**src/rtl/imem_loader_if.sv**
```systemverilog
// Boot-loader bus bundle: the incoming byte stream plus the instruction-memory write port.
// The loader uses the slave view; whoever feeds bytes and owns the memory uses the master view.
interface imem_loader_if #(
    parameter int AW = 8
) ();
    logic          byte_valid_i;
    logic [7:0]    byte_i;
    logic          byte_ready_o;
    logic          imem_we_o;
    logic [AW-1:0] imem_addr_o;
    logic [31:0]   imem_data_o;

    modport slave (
        input  byte_valid_i,
        input  byte_i,
        output byte_ready_o,
        output imem_we_o,
        output imem_addr_o,
        output imem_data_o
    );

    modport master (
        output byte_valid_i,
        output byte_i,
        input  byte_ready_o,
        input  imem_we_o,
        input  imem_addr_o,
        input  imem_data_o
    );
endinterface

```
**src/rtl/imem_loader.sv**
```systemverilog
// Boot-time instruction loader: zero-fills instruction memory, then copies a length-prefixed
// little-endian word stream into it from address 0 and releases the CPU with a sticky start.
module imem_loader #(
    parameter int DEPTH = 256,
    parameter int AW    = 8
) (
    input  logic            clk_i,
    input  logic            rst_n_i,
    imem_loader_if.slave    bus,
    output logic            start_o,
    output logic            error_o,
    output logic [AW:0]     words_o
);
    typedef enum logic [2:0] {
        S_CLEAR, S_HDR_LO, S_HDR_HI, S_DATA, S_DONE, S_ERROR
    } state_t;

    localparam logic [AW:0] DEPTH_W  = (AW+1)'(DEPTH);
    localparam logic [15:0] DEPTH_16 = 16'(DEPTH);

    state_t        r_state, w_state;
    logic [AW:0]   r_clr, w_clr;
    logic [15:0]   r_count, w_count;
    logic [1:0]    r_lane, w_lane;
    logic [23:0]   r_asm, w_asm;
    logic          r_we, w_we;
    logic [AW-1:0] r_addr, w_addr;
    logic [31:0]   r_data, w_data;
    logic [AW:0]   r_words, w_words;
    logic          r_start, w_start;
    logic          r_error, w_error;
    logic          r_ready, w_ready;

    logic          w_accept;
    logic [15:0]   w_hdr;
    logic [AW:0]   w_words_inc;

    assign w_accept    = bus.byte_valid_i && r_ready;
    assign w_hdr       = {bus.byte_i, r_count[7:0]};
    assign w_words_inc = r_words + {{AW{1'b0}}, 1'b1};

    // Next-state and next-output computation for every loader phase.
    always_comb begin
        w_state = r_state;
        w_clr   = r_clr;
        w_count = r_count;
        w_lane  = r_lane;
        w_asm   = r_asm;
        w_we    = 1'b0;
        w_addr  = r_addr;
        w_data  = r_data;
        w_words = r_words;
        w_start = r_start;
        w_error = r_error;
        case (r_state)
            S_CLEAR: begin
                // r_clr runs one past the last address so the final zero write is not cut short
                if (r_clr == DEPTH_W) begin
                    w_state = S_HDR_LO;
                end else begin
                    w_we   = 1'b1;
                    w_addr = r_clr[AW-1:0];
                    w_data = 32'h0000_0000;
                    w_clr  = r_clr + {{AW{1'b0}}, 1'b1};
                end
            end
            S_HDR_LO: begin
                if (w_accept) begin
                    w_count = {8'h00, bus.byte_i};
                    w_state = S_HDR_HI;
                end else begin
                    w_state = S_HDR_LO;
                end
            end
            S_HDR_HI: begin
                if (w_accept) begin
                    w_count = w_hdr;
                    w_lane  = 2'd0;
                    if (w_hdr == 16'h0000) begin
                        w_state = S_DONE;
                        w_start = 1'b1;
                    end else if (w_hdr > DEPTH_16) begin
                        w_state = S_ERROR;
                        w_error = 1'b1;
                    end else begin
                        w_state = S_DATA;
                    end
                end else begin
                    w_state = S_HDR_HI;
                end
            end
            S_DATA: begin
                if (w_accept && (r_lane == 2'd3)) begin
                    w_we    = 1'b1;
                    w_addr  = r_words[AW-1:0];
                    w_data  = {bus.byte_i, r_asm};
                    w_words = w_words_inc;
                    w_lane  = 2'd0;
                    w_asm   = 24'h00_0000;
                    if (16'(w_words_inc) == r_count) begin
                        w_state = S_DONE;
                    end else begin
                        w_state = S_DATA;
                    end
                end else if (w_accept) begin
                    w_lane = r_lane + 2'd1;
                    case (r_lane)
                        2'd0:    w_asm[7:0]   = bus.byte_i;
                        2'd1:    w_asm[15:8]  = bus.byte_i;
                        2'd2:    w_asm[23:16] = bus.byte_i;
                        default: w_asm        = r_asm;
                    endcase
                end else begin
                    w_lane = r_lane;
                end
            end
            S_DONE:  w_start = 1'b1;
            S_ERROR: w_error = 1'b1;
            default: w_state = S_CLEAR;
        endcase
        w_ready = (w_state == S_HDR_LO) || (w_state == S_HDR_HI) || (w_state == S_DATA);
    end

    // State register.
    always_ff @(posedge clk_i or negedge rst_n_i) begin
        if (!rst_n_i) begin
            r_state <= S_CLEAR;
        end else begin
            r_state <= w_state;
        end
    end

    // Counters, word assembly and registered outputs.
    always_ff @(posedge clk_i or negedge rst_n_i) begin
        if (!rst_n_i) begin
            r_clr   <= '0;
            r_count <= 16'h0000;
            r_lane  <= 2'd0;
            r_asm   <= 24'h00_0000;
            r_we    <= 1'b0;
            r_addr  <= '0;
            r_data  <= 32'h0000_0000;
            r_words <= '0;
            r_start <= 1'b0;
            r_error <= 1'b0;
            r_ready <= 1'b0;
        end else begin
            r_clr   <= w_clr;
            r_count <= w_count;
            r_lane  <= w_lane;
            r_asm   <= w_asm;
            r_we    <= w_we;
            r_addr  <= w_addr;
            r_data  <= w_data;
            r_words <= w_words;
            r_start <= w_start;
            r_error <= w_error;
            r_ready <= w_ready;
        end
    end

    assign bus.byte_ready_o = r_ready;
    assign bus.imem_we_o    = r_we;
    assign bus.imem_addr_o  = r_addr;
    assign bus.imem_data_o  = r_data;
    assign start_o          = r_start;
    assign error_o          = r_error;
    assign words_o          = r_words;
endmodule

```
**src/flat_wrapper.sv**
```systemverilog
// flat-port wrapper written by rule: the top's interface ports become plain ports
module imem_loader_flat 
#(
    parameter int DEPTH = 256,
    parameter int AW    = 8
)
  (clk_i, rst_n_i, start_o, error_o, words_o, bus_byte_valid_i, bus_byte_i, bus_byte_ready_o, bus_imem_we_o, bus_imem_addr_o, bus_imem_data_o);
  imem_loader_if #(.AW(AW)) bus_i ();
  input  logic clk_i;
  input  logic rst_n_i;
  output logic start_o;
  output logic error_o;
  output logic [AW:0] words_o;
  input wire logic [$bits(bus_i.byte_valid_i)-1:0] bus_byte_valid_i;
  input wire logic [$bits(bus_i.byte_i)-1:0] bus_byte_i;
  output wire logic [$bits(bus_i.byte_ready_o)-1:0] bus_byte_ready_o;
  output wire logic [$bits(bus_i.imem_we_o)-1:0] bus_imem_we_o;
  output wire logic [$bits(bus_i.imem_addr_o)-1:0] bus_imem_addr_o;
  output wire logic [$bits(bus_i.imem_data_o)-1:0] bus_imem_data_o;
  assign bus_i.byte_valid_i = bus_byte_valid_i;
  assign bus_i.byte_i = bus_byte_i;
  assign bus_byte_ready_o = bus_i.byte_ready_o;
  assign bus_imem_we_o = bus_i.imem_we_o;
  assign bus_imem_addr_o = bus_i.imem_addr_o;
  assign bus_imem_data_o = bus_i.imem_data_o;
  imem_loader #(.DEPTH(DEPTH), .AW(AW)) u_core (.clk_i(clk_i), .rst_n_i(rst_n_i), .bus(bus_i), .start_o(start_o), .error_o(error_o), .words_o(words_o));
endmodule
```
**config.mk**
```make
export PLATFORM = sky130hd
export DESIGN_NAME = imem_loader_flat
export DESIGN_NICKNAME = d
export VERILOG_FILES = /design/src/rtl/imem_loader_if.sv /design/src/rtl/imem_loader.sv /design/src/flat_wrapper.sv
export SDC_FILE = /design/constraint.sdc
export NUM_CORES = 1
export LEC_CHECK = 0
export CAP_MARGIN = 10
export CORE_AREA = 4 4 129 94
export DETAILED_ROUTE_END_ITERATION = 10
export DIE_AREA = 0 0 133 98
export PLACE_DENSITY = 0.71
export SETUP_SLACK_MARGIN = 0.15
export SLEW_MARGIN = 30
export SYNTH_ARGS = -nofsm -noshare
export SYNTH_HDL_FRONTEND = slang
export SYNTH_SLANG_ARGS = --single-unit
```
**constraint.sdc**
```tcl
create_clock -name clk_i -period 1.9 [get_ports clk_i]
set_input_delay 0.38 -clock clk_i [delete_from_list [all_inputs] [get_ports clk_i]]
set_output_delay 0.38 -clock clk_i [all_outputs]
set_load 0.01 [all_outputs]
```
# --- Word-level counts from Yosys, hierarchy flattened ---
# Index checks and enable logic that the tools add are counted.
totals:
  register_bits: 107
  input_bits: 11
  out_inout_bits: 53
  word_cells: 106
op_classes:
  n_mux: 36
  order_cmp: 1
  reduce_logical: 28
  n_addsub: 3
  bitwise_logic: 2
  eq_ne: 21
ops:
  columns: ["operator", "count"]
  rows:
  - ["$mux W32", 2]
  - ["$pmux W32 S2", 1]
  - ["$mux W24", 2]
  - ["$mux W8", 5]
  - ["$mux W16", 2]
  - ["$pmux W16 S2", 1]
  - ["$reduce_and A3 Y1", 8]
  - ["$add A9 B1 Y9 const B", 2]
  - ["$mux W3", 6]
  - ["$reduce_bool A2 Y1", 9]
  - ["$eq A9 B16 Y1", 1]
  - ["$gt A16 B9 Y1 const B", 1]
  - ["$logic_not A16 Y1", 1]
  - ["$pmux W8 S2", 1]
  - ["$pmux W3 S5", 1]
  - ["$eq A3 B2 Y1 const B", 4]
  - ["$ne A2 B1 Y1 const B", 5]
  - ["$eq A9 B9 Y1 const B", 1]
  - ["$mux W2", 4]
  - ["$mux W1", 7]
  - ["$eq A3 B1 Y1 const B", 2]
  - ["$eq A3 B3 Y1 const B", 2]
  - ["$pmux W1 S2", 3]
  - ["$eq A2 B2 Y1 const B", 2]
  - ["13 further kinds", 18]

# --- Depth between registers and ports, before layout ---
# Gate-level depths: netlist of run 1.
logic_depth:
  ltp_word: 8
  mapped_depth: 9
  ltp_nobuf: 8

# --- Least setup slack after synthesis of run 1 ---
# OpenSTA, ideal clock, no wires.
synth_timing:
  path_kind: "flip-flop to flip-flop"
  startpoint: "reg u_core.r_words[1] (netlist: u_core.words_o[1])"
  endpoint: "reg u_core.r_state[0]"
  arrival_ps: 1754
  slack_ps: 15
  stages_incl_launch_ff: 7
  period_less_slack_ps: 1885
  setup_ps: 130
  required_time_ps: 1770
  path_buffers: 0
  cell_sequence: "dfrtp_1 -> ha_1 -> or4_1 -> a21oi_1 -> o221ai_1 -> nor3_2 -> o21ai_0"
synth_between:
  elab_chain_cells: 5
synth_lines:
  columns: ["item", "line_no", "source"]
  rows:
  - ["from (decl)", "imem_loader.sv:29", "logic [AW:0] r_words, w_words;"]
  - ["from (signal assigned)", "imem_loader.sv:155", "r_words <= w_words;"]
  - ["$add A9 B1 Y9", "imem_loader.sv:40", "assign w_words_inc = r_words + {{AW{1'b0}}, 1'b1};"]
  - ["$eq A9 B16 Y1", "imem_loader.sv:100", "if (16'(w_words_inc) == r_count) begin"]
  - ["$mux W3", "imem_loader.sv:100", null]
  - ["$mux W3", "imem_loader.sv:93", "if (w_accept && (r_lane == 2'd3)) begin"]
  - ["$pmux W3 S5", "imem_loader.sv:55", "case (r_state)"]
  - ["via u_core.w_state[0]", "imem_loader.sv:21", "state_t r_state, w_state;"]
  - ["to (signal assigned)", "imem_loader.sv:129", "r_state <= w_state;"]
  - ["to (decl)", "imem_loader.sv:21", null]
# The timed path passes the listed nets, and every way through them passes these cells.
# A chain may end at the register's enable or synchronous reset.

# --- Worst setup path after layout of run 1 ---
layout_timing:
  startpoint: "reg u_core.r_count[0]"
  endpoint: "reg u_core.r_state[2]"
layout_between:
  elab_chain_cells: 5
layout_lines:
  columns: ["item", "line_no", "source"]
  rows:
  - ["from (decl)", "imem_loader.sv:23", "logic [15:0] r_count, w_count;"]
  - ["from (signal assigned)", "imem_loader.sv:149", "r_count <= w_count;"]
  - ["$gt A16 B9 Y1", "imem_loader.sv:82", "end else if (w_hdr > DEPTH_16) begin"]
  - ["$mux W3", "imem_loader.sv:82", null]
  - ["$mux W3", "imem_loader.sv:79", "if (w_hdr == 16'h0000) begin"]
  - ["$mux W3", "imem_loader.sv:76", "if (w_accept) begin"]
  - ["$pmux W3 S5 (*)", "imem_loader.sv:55", null]
  - ["via u_core.w_state[2]", "imem_loader.sv:21", null]
# The timed path passes the listed nets; every way through them passes the cells marked *.

==> results of run 1 <==
==> metrics by stage <==
| step | setup slack [ns] | utilization [%] | instance area (µm²) | power, µW |
|---|---|---|---|---|
| 6_report | 0.0662 | 59.4 | 6440 | 9730 |
| 5_1_grt | -0.0338 | 59.4 | 6440 | 10400 |
| 3_3_place_gp | -0.156 | 55.1 | 5980 | 7440 |
| 2_1_floorplan | 0.114 | - | 4800 | 5640 |
| 4_1_cts | 0.00543 | 58.8 | 6380 | 9730 |
| 3_5_place_dp | -0.222 | 55.1 | 5980 | 7590 |
==> cell type report <==
type                            instances  area share [%]
Sequential cell                       107            41.7
Multi-Input combinational cell        361            31.6
Clock buffer                           10            3.71
Timing Repair Buffer                  126            18.4
Tap cell                              153            2.97
Clock inverter                          5            1.20
Inverter                                8           0.505
==> worst paths after layout <==
| check | depth (start not counted) | start | to | slack [ns] |
|---|---|---|---|---|
| max | 6 | u_core.r_count[0] | u_core.r_state[2] | 0.07 |
| min | 1 | rst_n_i | u_core.bus.imem_addr_o[1] | -0.01 |
| max reg2reg | 6 | u_core.r_count[0] | u_core.r_state[2] | 0.07 |
| min reg2reg | 2 | u_core.bus.imem_data_o[6] | u_core.bus.imem_data_o[6] | 0.46 |
| max in group asynchronous | 2 | rst_n_i | u_core.bus.imem_data_o[28] | 1.25 |
| min in group clk_i | 2 | u_core.bus.imem_data_o[6] | u_core.bus.imem_data_o[6] | 0.46 |
==> critical path: stages, from the launching register on <==
cell and delay, ns:
dfrtp_1 0.38, or4_4 0.55, o21a_1 0.21, nor3_2 0.13, nor3_1 0.06, or2_1 0.23
a21o_1 0.17
==> registers in the layout (all words and copies together) (netlist names) <==
signal	cells
u_core.error_o	1
u_core.r_state	3
u_core.bus.imem_data_o	32
u_core.start_o	1
u_core.r_clr	9
u_core.bus.imem_we_o	1
u_core.r_asm	24
u_core.words_o	9
u_core.bus.imem_addr_o	8
u_core.r_lane	2
u_core.bus.byte_ready_o	1
u_core.r_count	16
==> cells in the mapped netlist (all sizes together) (3+ instances only) <==
library cell	count	area share, %
xnor2	18	3.3
clkbuf	10	0.79
xor2	9	1.6
dfrtp	107	56
nor4b	3	0.55
and3	3	0.50
o21ai	37	3.9
nor3	14	1.7
and2b	3	0.58
a22o	8	1.5
nand4	4	0.52
a31oi	8	1.0
a21oi	6	0.63
nand3	48	5.0
nor2	21	2.0
ha	7	1.8
inv	8	0.68
nand2	144	11
or4	3	0.55
buf	15	1.7
==> repair_timing <==
item                                   CTS  global route
endpoints found under the hold margin    0             0
gates cloned                             0             0
pin swaps                                8             5
setup endpoints to repair               11            85
buffers inserted                         8             2
gates resized for setup                 18            14
==> metal layers <==
| metal | vias up | share of wire (%) |
|---|---|---|
| met3 | 14 | 5.8 |
| met5 | - | 0 |
| met4 | 0 | 1.1 |
| met1 | 1946 | 47 |
| met2 | 125 | 46 |
| li1 | 1916 | - |
==> power breakdown <==
part	leakage (µW)	switching (µW)	total, µW	internal (µW)
registers	0.00137	544	3660	3120
clock network	0.000154	801	1980	1180
logic	0.00155	2020	4090	2070
total	0.00307	3370	9730	6360
==> cell families after synthesis <==
logic type | after synthesis
AOI/OAI and AO/OA | 73
xor gates and xnor gates | 27
adders and majority gates | 7
buffers and inverters | 33
DFF | 107
muxes | 1
and+or+nand+nor | 253
==> results.txt, run 1 <==
Cell leakage power - 0.00307 µW
First-pass GRT wire length - 20,200 µm
Yosys warns - 0
Vias in the first global route - 4,100
Setup violations, final - 0
Slew HR - 67.0%
Final worst-path cycle share - 96.5%
H-tree Lvls - 3
Area of the multi-input gates - 2030 µm²
Drt wl/cell - 15.3 µm
DR vias - 4,001
CTS sink count - 107
RSZ-0062 raised after global routing - yes
First-pass DRT Iterations - 5
Syn_nets - 519
CP Class - reg2reg
Post-Route WL - 11,800 µm
Crit path max fanout - 2
Routed Antenna Nets - 0
Initial antenna violation count - 0
Met1 Use GR - 27.3%
PD cells - 1510 nW/µm²
Layout area overhead - 34.7%
Inst Count DP - 745
CTS Hold Bufs - 0
Final Max Slew Viols - 0
Syn Inst Count - 501
CTS clock-pin slew for the worst setup and hold paths - 0.07 ns
CTS buffer count - 9
Sequential share of the synthesized area - 56.0%
CP Capture Type - flip-flop
Clk buf depth - 2
Skew-Pair Late Insertion Delay - 0.34 ns
Register area - 2680 µm²
Synth Area in Simple Gates - 24.2%
Die width - 133 µm
Commonest non-fill, non-tap cell in the layout - nand2_1
Number of flops mapped to enable cells by yosys - 0
Rows - 32
GR Util met2 - 28.7%
GPL Wtd Cong - 0.876
Status - complete, but fails checks
Non-Filler Instances - 770
DR iter-0 viols - 228
Height of the die - 98 µm
XOR/XNOR Fraction of Synth Area - 4.95%
# diodes - 0
Crit path time final - 1.83 ns
Required @ worst endpoint - 2.13 ns
Largest net degree at the start of global routing - 36
Syn Area/Cell - 9.54 µm²
Worst min-delay path class - in2async
Hold WS - -0.0118 ns
Gr busiest metal - met2
FF+latch count, synth - 107
Die footprint - 13,000 µm²
Grt total ovfl - 0
Most frequent cells in the layout - 141 x nand2_1, 102 x dfrtp_1, 56 x buf_4, 54 x clkdlybuf4s50_1, 48 x nand3_1
Starting Density - 44.1%
Fin nets - 631
Worst Max-Slew Pin Slew - 0.494 ns
Clock skew - 0.00712 ns
Max Cap Violations - 0
Met3 GRT Util - 4.84%
Compound-cell area share of the yosys netlist - 9.58%
Fraction of registers with async set/reset - 100%
Synth Area in Adders - 1.83%
Synth cell types - 52
DRC - 0
Mapped cell area - 4780 µm²
Largest family of logic cells by synthesized area - simple AND/OR/NAND/NOR gates
Ys flop type - dfrtp_1
Fin Setup TNS - 0 ns
Fmax achieved - 545 MHz
Number of port buffers - 63
Detailed Place HPWL - 8610 µm
CORE AREA - 10,900 µm²
CP startpoint kind - flip-flop
VDD IR max - 1.01 mV
Final hold vios - 8
Vias per cell - 5.20
Post-synthesis mux area share - 0.236%
Failing checks - hold timing
Fillers - 927
Worst path arrival time - 2.06 ns
Root Buffer - clkbuf_16
Share of layout cells above drive strength 1 - 19.1%
CTS tree - yes
IO Pins - 64
GRT Util Overall - 19.0%
Note: power is estimated with default switching activity, not from simulation.
==> run 2, diff against run 1 <==
--- a/config.mk
+++ b/config.mk
@@ -6,9 +6,9 @@
 export NUM_CORES = 1
 export LEC_CHECK = 0
 export CAP_MARGIN = 10
-export CORE_AREA = 4 4 129 94
+export CORE_AREA = 2 2 127 92
 export DETAILED_ROUTE_END_ITERATION = 10
-export DIE_AREA = 0 0 133 98
+export DIE_AREA = 0 0 129 94
 export PLACE_DENSITY = 0.71
 export SETUP_SLACK_MARGIN = 0.15
 export SLEW_MARGIN = 30
==> run 2 against run 1 <==
The run ends with setup timing left. Count of clock-buffer cells in the layout is 1 higher. Power grew 0.40%. Fmax fell by 4.0%. Hold slack improved by 0.47 ns. Die area is 7.0% lower. Global-route usage is 2.5 points higher. Register-to-register slack worse by 0.08 ns. Worst setup slack lost 0.077 ns. Critical path depth unchanged. Clock skew up 0.0015 ns. Via count up 1.8%. Non-clock buffer count is 4 higher. Highest routed layer unchanged.
==> results.txt, run 2 (synthesized netlist as in run 1, its figures left out) <==
Status - complete, but fails checks (unchanged)
Failing checks - setup timing (was hold timing)
Clock skew - 0.00866 ns (was 0.00712 ns)
Crit path time final - 1.91 ns (was 1.83 ns)
Max FFs per register - 32 (unchanged)
Worst path arrival time - 2.15 ns (was 2.06 ns)
Switching share of total power - 35.8% (was 34.6%)
Die footprint - 12,100 µm² (was 13,000 µm²)
GPL Wtd Cong - 0.853 (was 0.876)
DR vias - 4,075 (was 4,001)
Worst Max-Slew Pin Slew - 0.401 ns (was 0.494 ns)
Vias per cell - 5.26 (was 5.20)
Combinational share of power - 42.8% (was 42.0%)
Non-Filler Instances - 775 (was 770)
DR iter-0 viols - 256 (was 228)
First-pass GRT wire length - 20,200 µm (about the same)
Final worst-path cycle share - 101% (was 96.5%)
Slew HR - 73.0% (was 67.0%)
Fin nets - 635 (was 631)
Vias in the first global route - 4,035 (was 4,100)
Largest net degree at the start of global routing - 54 (was 36)
CTS clock-pin slew for the worst setup and hold paths - 0.07 ns (about the same)
Skew-Pair Late Insertion Delay - 0.35 ns (was 0.34 ns)
NetSw - 3500 µW (was 3370 µW)
Root Buffer - clkbuf_16 (unchanged)
CTS sink count - 107 (unchanged)
Initial antenna violation count - 0 (unchanged)
PD cells - 1500 nW/µm² (was 1510 nW/µm²)
DRT met1 WL - 5800 µm (was 5560 µm)
Cell leakage power - 0.00309 µW (was 0.00307 µW)
GRT Util Overall - 21.5% (was 19.0%)
Number of port buffers - 63 (unchanged)
Flop pwr share - 37.7% (was 37.6%)
H-tree Lvls - 3 (unchanged)
Worst min-delay path class - in2async (unchanged)
Critical path buffer and inverter count - 0 (unchanged)
Die width - 129 µm (was 133 µm)
Setup violations, final - 1 (was 0)
Met2 WL post-DR - 5530 µm (was 5390 µm)
Commonest non-fill, non-tap cell in the layout - nand2_1 (unchanged)
Required @ worst endpoint - 2.14 ns (was 2.13 ns)
Inst Count DP - 747 (was 745)
CTS buffer count - 9 (unchanged)
Final Max Slew Viols - 0 (unchanged)
First-pass DRT Iterations - 5 (unchanged)
CP startpoint kind - flip-flop (unchanged)
Worst Slack Setup Final - -0.0108 ns (was 0.0662 ns)
Met3 routed WL - 717 µm (was 687 µm)
CTS tree - yes (unchanged)
Drt wl/cell - 15.8 µm (was 15.3 µm)
Max Cap Violations - 0 (unchanged)
Rows - 32 (unchanged)
RSZ-0062 raised after global routing - yes (unchanged)
Post-Route WL - 12,200 µm (was 11,800 µm)
Most frequent cells in the layout - 141 x nand2_1, 104 x dfrtp_1, 59 x buf_4, 53 x clkdlybuf4s50_1, 47 x nand3_1 (was 141 x nand2_1, 102 x dfrtp_1, 56 x buf_4, 54 x clkdlybuf4s50_1, 48 x nand3_1)
Routed Antenna Nets - 0 (unchanged)
Height of the die - 94 µm (was 98 µm)
Final hold vios - 0 (was 8)
CP Class - reg2reg (unchanged)
DR top layer - met4 (unchanged)
Crit-path cells - or4_4 -> o21a_1 -> nor3_2 -> nor3_1 -> or2_1 -> a21o_1 (unchanged)
Dpl ws - -0.195 ns (was -0.222 ns)
# diodes - 0 (unchanged)
Starting Density - 44.1% (unchanged)
Internal power - 6270 µW (was 6360 µW)
CORE AREA - 10,900 µm² (unchanged)
CP delay by family, top - simple AND/OR/NAND/NOR gates (unchanged)
Fmax achieved - 523 MHz (was 545 MHz)
DRC - 0 (unchanged)
Crit path largest cell delay - 0.57 ns (was 0.55 ns)
Cell at the slowest stage of the critical path - or4_4 (unchanged)
Clk buf depth - 2 (unchanged)
Layout area overhead - 35.9% (was 34.7%)
Share of layout cells above drive strength 1 - 20.1% (was 19.1%)
Clock Power Share - 19.6% (was 20.4%)
IO Pins - 64 (unchanged)
Crit path max fanout - 2 (unchanged)
Grt total ovfl - 0 (unchanged)
VDD IR max - 0.850 mV (was 1.01 mV)
CP Capture Type - flip-flop (unchanged)
Detailed Place HPWL - 8590 µm (was 8610 µm)
[run 2: timing repair]
item	in CTS	in global routing
setup endpoints to repair	12	82
pin swaps	8	2
gates resized for setup	21	15
buffers inserted	8	3
hold endpoints to repair	14	0
hold buffers	1	0
[run 2: routing by layer]
metal | GRT usage [%] | up-vias
li1 | - | 1927
met1 | 31.7 | 2001
met2 | 31.8 | 131
met3 | 4.95 | 16
met4 | 6.07 | 0
met5 | 0 | -
[run 2: final cells by class]
type	instances	area (µm²)
clock buffers	11	243
multi-input cells	361	2070
repair buffers	130	1220
fillers	905	4350
inverters	8	32.5
flip-flops and latches	107	2680
clock inverters	5	62.6
well taps	153	191
[run 2: power groups by stage]
stage | logic (µW) | registers [µW] | clock network, µW
4_1_cts | 4080 | 3660 | 1950
5_1_grt | 4590 | 3780 | 2040
3_5_place_dp | 3900 | 3710 | 0
2_1_floorplan | 1840 | 3790 | 0
3_3_place_gp | 3780 | 3670 | 0
6_report | 4180 | 3680 | 1910
[run 2: final timing paths]
path	startpoint	to	slack, ns	cells after the start
hold reg to reg	u_core.r_clr[8]	u_core.r_clr[8]	0.47	1
setup / recovery	u_core.r_count[4]	u_core.r_state[2]	-0.01	6
max in group asynchronous	rst_n_i	u_core.bus.imem_data_o[16]	0.90	3
hold / removal	rst_n_i	u_core.r_lane[1]	0.45	2
min in group clk_i	u_core.r_clr[8]	u_core.r_clr[8]	0.47	1
setup reg to reg	u_core.r_count[4]	u_core.r_state[2]	-0.01	6
[run 2: per-stage QoR]
stage	util, %	instance area, µm²	TNS, ns	total power [µW]	hold slack (ns)
after floorplan	-	4800	0	5640	0.0844
after global placement	55.3	6000	-0.608	7440	0.265
after detailed placement	55.3	6000	-2.14	7610	0.271
after CTS	59.1	6410	0	9690	0.461
after global routing	59.9	6500	-0.215	10400	0.471
final	59.9	6500	-0.0108	9770	0.454
==> RTL edit 1 (settings of run 1) <==
`AW` is set to 8 in 3 places; all go to 7.
--- a/src/rtl/imem_loader_if.sv
+++ b/src/rtl/imem_loader_if.sv
@@ -1,7 +1,7 @@
 // Boot-loader bus bundle: the incoming byte stream plus the instruction-memory write port.
 // The loader uses the slave view; whoever feeds bytes and owns the memory uses the master view.
 interface imem_loader_if #(
-    parameter int AW = 8
+    parameter int AW = 7
 ) ();
     logic          byte_valid_i;
     logic [7:0]    byte_i;
--- a/src/rtl/imem_loader.sv
+++ b/src/rtl/imem_loader.sv
@@ -2,7 +2,7 @@
 // little-endian word stream into it from address 0 and releases the CPU with a sticky start.
 module imem_loader #(
     parameter int DEPTH = 256,
-    parameter int AW    = 8
+    parameter int AW    = 7
 ) (
     input  logic            clk_i,
     input  logic            rst_n_i,
--- a/src/flat_wrapper.sv
+++ b/src/flat_wrapper.sv
@@ -2,7 +2,7 @@
 module imem_loader_flat 
 #(
     parameter int DEPTH = 256,
-    parameter int AW    = 8
+    parameter int AW    = 7
 )
   (clk_i, rst_n_i, start_o, error_o, words_o, bus_byte_valid_i, bus_byte_i, bus_byte_ready_o, bus_imem_we_o, bus_imem_addr_o, bus_imem_data_o);
   imem_loader_if #(.AW(AW)) bus_i ();
Interface: changed (resized bus_imem_addr_o and words_o); port bits go from 64 to 62. The function was not compared with the original's and may differ.
==> RTL edit 1 against run 1 <==
  * Power decreased by 27%
  * Sequential share of layout area decreased by 0.99 points
  * Sequential cell count decreased by 3
  * First-iteration DRC count increased by 34%
  * Non-clock buffer count decreased by 3
  * Count of clock-buffer cells in the layout increased by 2
  * Routed wire length increased by 2.5%
  * Cell area decreased by 0.19%
  * Largest power group is now registers
  * Via count decreased by 5.0%
  * Synthesized area decreased by 0.94%
  * Largest cell class unchanged
  * Highest routed layer unchanged
  * Setup slack got worse by 0.027 ns
==> RTL edit 1: results (changes against run 1) <==
** Outcome
- Run status :: finished, final reports clean (was finished with violations)

** Synthesis
- The post-synth net total was 478 (was 519).
- The sequential-to-total area share from yosys stat came to 55.0% (was 56.0%).
- Post-synth top cells: nand2_1 (111), dfrtp_1 (104), nand3_1 (35) (was nand2_1 (143), dfrtp_1 (107), nand3_1 (48)).
- Yosys warning count :: 0 (unchanged)
- Yosys top cell area share :: 55.0% (was 56.0%)
- Post-Syn Area per Cell :: 10.3 µm² (was 9.54 µm²)
- Number of unique standard cell types used by synthesis :: 56 (was 52)
- Top post-synthesis cells by area: dfrtp_1 (55%), nand2_1 (8.8%), mux2_2 (5.7%) (was dfrtp_1 (56%), nand2_1 (11%), nand3_1 (5.0%)).

** Place
- The number of buffer cells added on primary ports was 61 (was 63).
- HPWL Detailed :: 8.85 mm (was 8.61 mm)
- Cell Area, Placed :: 0.00590 mm² (was 0.00598 mm²)
- Final weighted congestion in routability-driven placement :: 0.836 (was 0.876)
- The total instance count after detailed placement came to 695 (was 745).

** Clocking
- Clock latency on the worst-skew pair, taken at its later pin, is 0.35 ns.
- The clock buffer count from CTS came to 9 (unchanged).

** Timing
- The worst clock skew is 0.00740 ns (was 0.00712 ns).
- Actual slew at the worst max-slew pin :: 0.526 ns (was 0.494 ns)

** Power
- The leakage power is 3.06 nW (was 3.07 nW).
- Net switching power figure :: 2.30 mW (was 3.37 mW)
- Worst ir drop on vdd :: 0.000576 V (was 0.00101 V)

** Global routing
- The number of global-route vias before repair is 3796 (was 4100).
- Pin count of the biggest net entering global routing :: 39 (was 36)
- The total track usage was 19.3% (was 19.0%).
- The global-route wire length before repair was 19.9 mm (was 20.2 mm).

** Routing
- Average wire per standard cell :: 16.6 µm (was 15.3 µm)
- Detailed Route WL :: 12.1 mm (was 11.8 mm)
- The initial DRC count was 305 (was 228).
- Number of iterations in the first detailed-routing pass :: 5 (unchanged)
- Routed via count divided by cell count :: 5.24 (was 5.20)

** Finish
- The fraction of final layout cells sized beyond drive strength 1 was 25.9% (was 19.1%).
- The net count reported at finish was 585 (was 631).

** Hold path
- Class of the most critical hold timing path :: reg2reg (was in2async)

** Critical path
- The maximum net fanout on the critical path is 4 (was 2).
-- RTL edit 1: changes by cell type after synthesis, sizes merged, moves of 4 or more --
cell,delta
nand2,-33
mux2,+23
o21ai,-20
nand3,-12
and2,+7
nor3,-7
nor4,+4
-- RTL edit 1: what timing repair did --
item | in CTS | in global routing
setup buffers | 6 | 6
hold endpoints to repair | 29 | 0
resized for setup | 19 | 29
setup endpoints to repair | 63 | 66
hold buffers | 1 | 0
pin swaps | 4 | 10
gates cloned | 0 | 1
-- RTL edit 1: per-stage QoR --
step | utilization [%] | setup slack (ns) | hold slack (ns)
2_1_floorplan | - | 0.153 | 0.0844
3_3_place_gp | 54.3 | -0.270 | 0.340
3_5_place_dp | 54.3 | -0.311 | 0.347
4_1_cts | 57.7 | 0.0542 | 0.470
5_1_grt | 59.2 | -0.0107 | 0.489
6_report | 59.2 | 0.0389 | 0.465
-- RTL edit 1: power by group through the flow --
stage / Combinational [mW] / Sequential [mW] / Clock, mW
3_3_place_gp: 1.92 / 3.06 / 0
2_1_floorplan: 1.13 / 3.04 / 0
6_report: 2.28 / 3.08 / 1.76
5_1_grt: 2.50 / 3.14 / 1.90
4_1_cts: 2.09 / 3.05 / 1.81
3_5_place_dp: 1.98 / 3.08 / 0
-- RTL edit 1: cell type report --
cell class	instances	area (µm²)
Fill cell	877	4420
Sequential cell	104	2620
Multi-Input combinational cell	322	2120
Timing Repair Buffer	123	1180
Clock buffer	12	256
Tap cell	153	191
Inverter	7	31.3
Clock inverter	4	27.5
-- RTL edit 1: tightest hold or removal path: cells and delay by family (launching register included) --
family,cells,cell delay (ns)
simple gates,2,0.10
flops,1,0.34
-- RTL edit 1: path summary, 6_finish.rpt --
path,start,slack [ns],cells after the start,to
min in group asynchronous,rst_n_i,0.51,2,u_core.bus.imem_data_o[3]
max in group asynchronous,rst_n_i,0.83,3,u_core.r_lane[1]
setup reg to reg,u_core.r_count[14],0.04,6,u_core.bus.byte_ready_o
hold / removal,u_core.bus.imem_data_o[22],0.47,2,u_core.bus.imem_data_o[22]
setup / recovery,u_core.r_count[14],0.04,6,u_core.bus.byte_ready_o
hold reg to reg,u_core.bus.imem_data_o[22],0.47,2,u_core.bus.imem_data_o[22]
-- RTL edit 1: cells by family after synthesis --
group / count (synthesis) / share of synthesized area, %
adder cells (fa/ha/maj): 7 / 1.85
AND/OR/NAND/NOR: 213 / 21.6
XOR/XNOR: 24 / 4.44
buffers and inverters: 34 / 3.30
AO/OA/AOI/OAI: 53 / 7.93
multiplexers: 25 / 5.92
flip-flops: 104 / 55.0
-- RTL edit 1: routing by layer --
layer / wire [µm] / vias up / global-route usage [%]
met5: 0 / - / 0
met2: 5460 / 120 / 28.1
met3: 825 / 16 / 5.56
met1: 5620 / 1885 / 27.9
met4: 156 / 0 / 5.91
li1: - / 1780 / -
==> RTL edit 2 (flow settings as in run 1) <==
Without the edit above. Take the reset off `r_addr` and `r_words` and load them in a clocked block of their own.
--- a/src/rtl/imem_loader.sv
+++ b/src/rtl/imem_loader.sv
@@ -138,9 +138,7 @@
             r_lane  <= 2'd0;
             r_asm   <= 24'h00_0000;
             r_we    <= 1'b0;
-            r_addr  <= '0;
             r_data  <= 32'h0000_0000;
-            r_words <= '0;
             r_start <= 1'b0;
             r_error <= 1'b0;
             r_ready <= 1'b0;
@@ -150,13 +148,16 @@
             r_lane  <= w_lane;
             r_asm   <= w_asm;
             r_we    <= w_we;
-            r_addr  <= w_addr;
             r_data  <= w_data;
-            r_words <= w_words;
             r_start <= w_start;
             r_error <= w_error;
             r_ready <= w_ready;
         end
+    end
+
+    always_ff @(posedge clk_i) begin
+        r_addr  <= w_addr;
+        r_words <= w_words;
     end
 
     assign bus.byte_ready_o = r_ready;
Function: differs if rst_n_i is asserted again (counterexample within 4 cycles, from zero or initial values and one cycle with rst_n_i low); with rst_n_i held inactive, the same outputs for 10 cycles.
==> RTL edit 2 against run 1 <==
  * Critical endpoint is now u_core.bus.byte_ready_o
  * Clock skew fell by 0.0029 ns
  * Highest routed layer unchanged
  * Routed wire length fell by 0.94%
  * Synthesized area increased by 0.26%
  * The run ends with negative setup slack left
  * Cell area is 0.25% lower
  * Setup slack got worse by 0.081 ns
  * Utilization decreased by 0.15 points
  * Sequential cell count stayed put
Power is not compared: it rests on default switching activity, and its combinational part moved more than twofold at a synthesized area within 25%.
==> RTL edit 2: results (changes against run 1) <==
** Synthesis
- Portion of the post-synthesis area used by sequential elements :: 57.6% (was 56.0%)
- Proportion of synthesized flip-flops having asynchronous set or reset :: 84.1% (was 100%)
- The number of enable flip-flop cells after synthesis came to 17 (was 0).
- Number of instances in the synthesized netlist :: 447 (was 501)
- Compound-cell area share of the yosys netlist :: 5.98% (was 9.58%)

** Timing
- Accumulated negative setup slack :: -0.0144 ns (was 0 ns)
- Worst-case setup margin in the final layout :: -0.0144 ns (was 0.0662 ns)
- The final setup violation count came to 1 (was 0).

** Place
- The worst setup slack after placement is -0.234 ns (was -0.222 ns).
- Instance count after placement with tap cells included :: 683 (was 745)
- Final weighted congestion in routability-driven placement :: 0.850 (was 0.876)
- HPWL Detailed :: 8.16 mm (was 8.61 mm)

** Global routing
- The global routing met2 resource utilization was 28.3% (was 28.7%).
- The met3 track demand over resource was 4.27% (was 4.84%).
- Wire length of the first global-routing pass :: 19.1 mm (was 20.2 mm)
- Pin count of the biggest net entering global routing :: 54 (was 36)

** Routing
- Average wire per standard cell :: 16.4 µm (was 15.3 µm)
- Met1 layer wirelength in the final routing :: 5.44 mm (was 5.56 mm)
- Total number of vias :: 3692 (was 4001)
- The total length of routed met2 wires is 5.40 mm (was 5.39 mm).

** Finish
- Fraction of final layout cells with drive strength greater than 1 :: 21.0% (was 19.1%)
- Net count, final :: 570 (was 631)
- The total number of multi-input combinational cells came to 309 (was 361).
- The buffer share of cell area is 17.9% (was 18.4%).
- Relative area of clock buffers and inverters in the final design :: 4.62% (was 4.92%)

** Outcome
- Violated checks :: negative setup slack (was negative hold slack)
- Run status :: finished with violations (unchanged)

** Clocking
- The number of buffers inserted to repair setup after CTS was 5 (was 8).

** Critical path
- The cell at the slowest stage of the critical path is edfxtp_1 (was or4_4).
- Data arrival at the endpoint of the critical path :: 2.13 ns (was 2.06 ns)
[RTL edit 2: cell count changes in the layout (fill, tap and decap cells not counted), sizes merged, moves of 9 or more]
cell	delta
o21ai	-21
nand2	-30
buf	-11
nor2	-9
mux2	+23
dfrtp	-17
edfxtp	+17
nor3	-9
[RTL edit 2: path summary, 6_finish.rpt]
| check | from | to | slack [ns] | cells past startpoint |
|---|---|---|---|---|
| worst max-delay path | u_core.words_o[0] | u_core.bus.byte_ready_o | -0.01 | 6 |
| worst min-delay path | rst_n_i | u_core.bus.imem_data_o[19] | 0.45 | 2 |
| worst max register to register | u_core.words_o[0] | u_core.bus.byte_ready_o | -0.01 | 6 |
| worst min register to register | u_core.bus.imem_data_o[20] | u_core.bus.imem_data_o[20] | 0.47 | 2 |
| max in group asynchronous | rst_n_i | u_core.bus.imem_data_o[4] | 0.89 | 3 |
| min in group clk_i | u_core.bus.imem_data_o[20] | u_core.bus.imem_data_o[20] | 0.47 | 2 |
